`src/rtl/add_with_carry_32bit.sv`:
```
// Registered 32-bit add-with-carry: {cout, sum} = a + b + cin, 1-cycle latency.
// Define ADD_WITH_CARRY_FLAGS_EN to add registered ovf/zero/neg status flags.
module add_with_carry_32bit #(
    parameter int WIDTH = 32
) (
    input  logic             clk,
    input  logic             rst,
    input  logic             in_valid,
    input  logic [WIDTH-1:0] a,
    input  logic [WIDTH-1:0] b,
    input  logic             cin,
    output logic [WIDTH-1:0] sum,
    output logic             cout,
    output logic             out_valid
`ifdef ADD_WITH_CARRY_FLAGS_EN
    ,
    output logic             ovf,
    output logic             zero,
    output logic             neg
`endif
);

    logic [WIDTH:0]   wide;
    logic [WIDTH-1:0] sum_d;
    logic             cout_d;

    // Zero-extend before adding so bit WIDTH keeps the true carry-out.
    always_comb begin
        wide   = {1'b0, a} + {1'b0, b} + {{WIDTH{1'b0}}, cin};
        sum_d  = wide[WIDTH-1:0];
        cout_d = wide[WIDTH];
    end

    always_ff @(posedge clk) begin
        if (rst) begin
            sum       <= '0;
            cout      <= 1'b0;
            out_valid <= 1'b0;
        end else begin
            out_valid <= in_valid;
            if (in_valid) begin
                sum  <= sum_d;
                cout <= cout_d;
            end
        end
    end

`ifdef ADD_WITH_CARRY_FLAGS_EN
    logic ovf_d;
    logic zero_d;
    logic neg_d;

    always_comb begin
        ovf_d  = (a[WIDTH-1] == b[WIDTH-1]) && (sum_d[WIDTH-1] != a[WIDTH-1]);
        zero_d = (sum_d == '0);
        neg_d  = sum_d[WIDTH-1];
    end

    always_ff @(posedge clk) begin
        if (rst) begin
            ovf  <= 1'b0;
            zero <= 1'b0;
            neg  <= 1'b0;
        end else if (in_valid) begin
            ovf  <= ovf_d;
            zero <= zero_d;
            neg  <= neg_d;
        end
    end
`endif

endmodule

```
`config.mk`:
```
export PLATFORM = sky130hd
export DESIGN_NAME = add_with_carry_32bit
export DESIGN_NICKNAME = d
export VERILOG_FILES = /design/src/rtl/add_with_carry_32bit.sv
export SDC_FILE = /design/constraint.sdc
export NUM_CORES = 1
export LEC_CHECK = 0
export CELL_PAD_IN_SITES_DETAIL_PLACEMENT = 1
export CELL_PAD_IN_SITES_GLOBAL_PLACEMENT = 1
export CORE_MARGIN = 8
export CORE_UTILIZATION = 30
export DETAILED_ROUTE_END_ITERATION = 8
export GPL_ROUTABILITY_DRIVEN = 1
export HOLD_SLACK_MARGIN = 0.12
export PLACE_DENSITY_LB_ADDON = 0.08
export SYNTH_ARGS = -nofsm -noshare
export SYNTH_HDL_FRONTEND = slang
export SYNTH_SLANG_ARGS = --single-unit
```
`constraint.sdc`:
```
create_clock -name clk -period 2.9 [get_ports clk]
set_clock_uncertainty 0.2 [all_clocks]
set_input_delay 0.435 -clock clk [delete_from_list [all_inputs] [get_ports clk]]
set_output_delay 0.435 -clock clk [all_outputs]
set_load 0.005 [all_outputs]
```
==> metrics.txt <==
total core area 9729 um2; GR Overflow Total 0; largest area contributor in the synthesized netlist sky130_fd_sc_hd__dfxtp_1; clock tree sinks 34; transition time at the pin with the least slew margin slightly below 0.5 ns; Hold Vio Cnt, Final 0; number of buffers inserted for hold repair after clock tree synthesis 0; commonest non-fill, non-tap cells in the layout 98 x sky130_fd_sc_hd__clkdlybuf4s50_1, 70 x sky130_fd_sc_hd__buf_4, 43 x sky130_fd_sc_hd__nand2_1; total via count after detailed routing roughly 3400; data arrival time of the critical path approximately 2.8 ns; antenna-violating nets left 0; startpoint kind of the worst setup timing path input port; non-filler instance count after layout around 670; max-cap violation count 0; combinational share of power a little under half; cell area after placement 4558 um2; number of enable flip-flop cells after synthesis 0; number of global-route vias before repair 3804; post-synthesis instance area between 2000 and 3000 um2; vertical extent of the die around 120 um; worst-skew pair later-pin latency ~0.29 ns; leakage component of the power just under 2 nW; required arrival time at the worst endpoint approximately 2.9 ns; power density over the cells approximately 400 nW/um2; floorplan row count 36; per-cell routed wire length around 17 um; switching power ~640 uW; ports placed on the boundary around 100; run status finished clean; asr flop ratio synth 0%; placer's final routability congestion estimate 0.7899; Ant. Diodes 0; Clock power frac about a quarter; worst-case headroom to the max-slew limit between 60% and 70%; detailed placement HPWL ~9.1 mm; number of library cell types mapped by synthesis 64; maximum clock insertion buffer count 2; proportion of layout cells with a drive suffix above 1 19.14%; count of final max-slew check failures 0; initial core utilization between 30 and 40%; Max Fclk between 300 and 400 MHz; Iter 0 DRT Violations between 100 and 150; Post-Synthesis Cells approximately 380; #FFs+latches synth 34; net switching fraction of the power approximately a third; unrepaired setup endpoints after global routing false; fraction of post-synthesis cell area in the top cell type by area 22.83%; TritonCTS clock tree done; most common cell after layout, fill and taps aside sky130_fd_sc_hd__clkdlybuf4s50_1; number of instances in the placed design between 600 and 700; warnings from Yosys 0; number of antenna violations at the first check in global routing 0; predominant post-synthesis flop cell sky130_fd_sc_hd__dfxtp_1; part of the total power dissipated in sequential elements a little under 30%; mean area per synthesized cell 7.951 um2; maximum number of pins on one net before global-route repair 23; endpoint kind of the worst setup timing path flop; H-tree lvl count 2; CTS clk-pin slew, worst paths about 0.090 ns; final net count between 600 and 700; setup violation total in the final timing report 0; highest fanout seen on the critical path 6; largest voltage drop on the vdd net 0.0001810 V; register area share after synthesis 22.83%; total nets after synthesis approximately 480; period utilisation layout a little over nine tenths; largest cells by area after synthesis sky130_fd_sc_hd__dfxtp_1 23%, sky130_fd_sc_hd__ha_1 13%, sky130_fd_sc_hd__nand2_1 5.4%; total routed wirelength 11.22 mm; Root Buffer sky130_fd_sc_hd__clkbuf_8; Hold Path Stages 2; first-pass GRT wire length roughly 18 mm; final cell area excluding filler cells 4723 um2; Internal Dissipation 1.250 mW; TritonRoute pass-1 iters 4; Die Footprint ~13000 um2; aggregate global-route resource usage between 10% and 20%; horizontal extent of the die 115.7 um; number of buffers created by CTS 5; final critical-path required period around 2.8 ns; sum of internal, switching and leakage power about 1.9 mW; remaining routing DRC violations 0; mean number of vias per cell between 5 and 6; critical path start-end classification in2reg; Reg2Reg Depth 3; area overhead of the layout relative to synthesis 58.41%; worst hold path class reg2reg; count of buffers from port buffering ~100
-- sequential cells by signal (all words and copies together) (netlist names) --
name / cells
cout: 1
out_valid: 1
sum: 32
-- through the flow --
| step | setup TNS (ns) | util (%) | hold slack [ns] | setup slack [ns] |
|---|---|---|---|---|
| 3_3_place_gp | -7.276 | 46.85 | 0.2413 | -0.5952 |
| 4_1_cts | 0 | 48.47 | 0.2700 | 0.03710 |
| 6_report | 0 | 48.55 | 0.2644 | 0.1010 |
| 5_1_grt | 0 | 48.55 | 0.2814 | 0.006075 |
| 2_1_floorplan | 0 | - | 0.2419 | 0.03183 |
| 3_5_place_dp | -8.692 | 46.85 | 0.2489 | -0.6884 |
-- power by group through the flow --
stage,sequential [mW],clock (mW),combinational [mW]
finish,0.556,0.466,0.864
global route,0.563,0.499,0.951
CTS,0.557,0.480,0.869
detailed placement,0.567,0,0.849
global placement,0.566,0,0.830
floorplan,0.563,0,0.417
-- cell usage after synthesis, types with 2 or more instances --
master                     count
sky130_fd_sc_hd__nand2_1      43
sky130_fd_sc_hd__nor2_1       35
sky130_fd_sc_hd__dfxtp_1      34
sky130_fd_sc_hd__a21oi_1      31
sky130_fd_sc_hd__ha_1         31
sky130_fd_sc_hd__o21ai_0      27
sky130_fd_sc_hd__nand4_1      16
sky130_fd_sc_hd__xnor2_1      12
sky130_fd_sc_hd__xor2_1       11
sky130_fd_sc_hd__a21o_1        9
sky130_fd_sc_hd__mux2i_1       9
sky130_fd_sc_hd__nand3_1       9
sky130_fd_sc_hd__clkbuf_1      8
sky130_fd_sc_hd__a211oi_1      7
sky130_fd_sc_hd__buf_2         7
sky130_fd_sc_hd__a31oi_1       5
sky130_fd_sc_hd__nand2b_1      5
sky130_fd_sc_hd__o21a_1        5
sky130_fd_sc_hd__a211o_1       4
sky130_fd_sc_hd__nor3_1        4
sky130_fd_sc_hd__o211ai_1      4
sky130_fd_sc_hd__nor2b_1       3
sky130_fd_sc_hd__o31ai_1       3
sky130_fd_sc_hd__a21boi_0      2
sky130_fd_sc_hd__a21o_2        2
sky130_fd_sc_hd__a22oi_1       2
sky130_fd_sc_hd__a31o_2        2
sky130_fd_sc_hd__a32oi_1       2
sky130_fd_sc_hd__and3_1        2
sky130_fd_sc_hd__buf_6         2
sky130_fd_sc_hd__fa_1          2
sky130_fd_sc_hd__inv_1         2
sky130_fd_sc_hd__nor3_2        2
sky130_fd_sc_hd__o311ai_0      2
sky130_fd_sc_hd__or2_2         2
-- what timing repair did --
action / 4_1_cts / 5_1_grt
setup buffers: 3 / 1
endpoints found under the setup margin: 13 / 10
pin swaps: 7 / 12
cloned: 0 / 0
gates resized for setup: 8 / 8
-- worst paths after layout --
check	start	endpoint	slack (ns)
worst min register to register	sum[21]	sum[21]	0.26
worst min-delay path	sum[21]	sum[21]	0.26
worst max register to register	sum[25]	sum[25]	1.85
worst max-delay path	cin	sum[20]	0.10
-- routing by layer --
layer	up-vias	track usage, %	share of wire [%]
met4	0	4.754	0.91
met3	6	2.710	3.5
met2	69	32.36	54
met1	1641	19.04	42
li1	1701	-	-
met5	-	0	0
-- cell type report --
class / count / area [um2]
Multi-Input combinational cell: 318 / 2225
Clock buffer: 5 / 68.82
Sequential cell: 34 / 680.7
Tap cell: 133 / 166.4
Inverter: 2 / 7.507
Timing Repair Buffer: 171 / 1530
Clock inverter: 3 / 45.04
Fill cell: 1194 / 5006
-- critical path, cell delays in order --
cell and delay, ns:
sky130_fd_sc_hd__dlygate4sd2_1 0.25, sky130_fd_sc_hd__fa_2 0.35, sky130_fd_sc_hd__fa_2 0.36, sky130_fd_sc_hd__a21o_4 0.24, sky130_fd_sc_hd__a311oi_4 0.35, sky130_fd_sc_hd__nor3_2 0.07, sky130_fd_sc_hd__nor3_2 0.29, sky130_fd_sc_hd__o41a_4 0.22
sky130_fd_sc_hd__xor2_1 0.15, sky130_fd_sc_hd__o21ai_1 0.08
-- logic make-up (layout without fill, tap and decap cells) --
kind of cell / count (synthesis) / in the layout / synth area share [%]
AO/OA/AOI/OAI: 123 / 123 / 28.12
multiplexers: 10 / 10 / 3.399
XOR/XNOR: 23 / 23 / 6.756
flip-flops: 34 / 34 / 22.83
adder cells (fa/ha/maj): 33 / 33 / 14.35
AND/OR/NAND/NOR: 129 / 129 / 20.56
buffers and inverters: 23 / 181 / 3.986
Note: power is estimated with default switching activity, not from simulation.
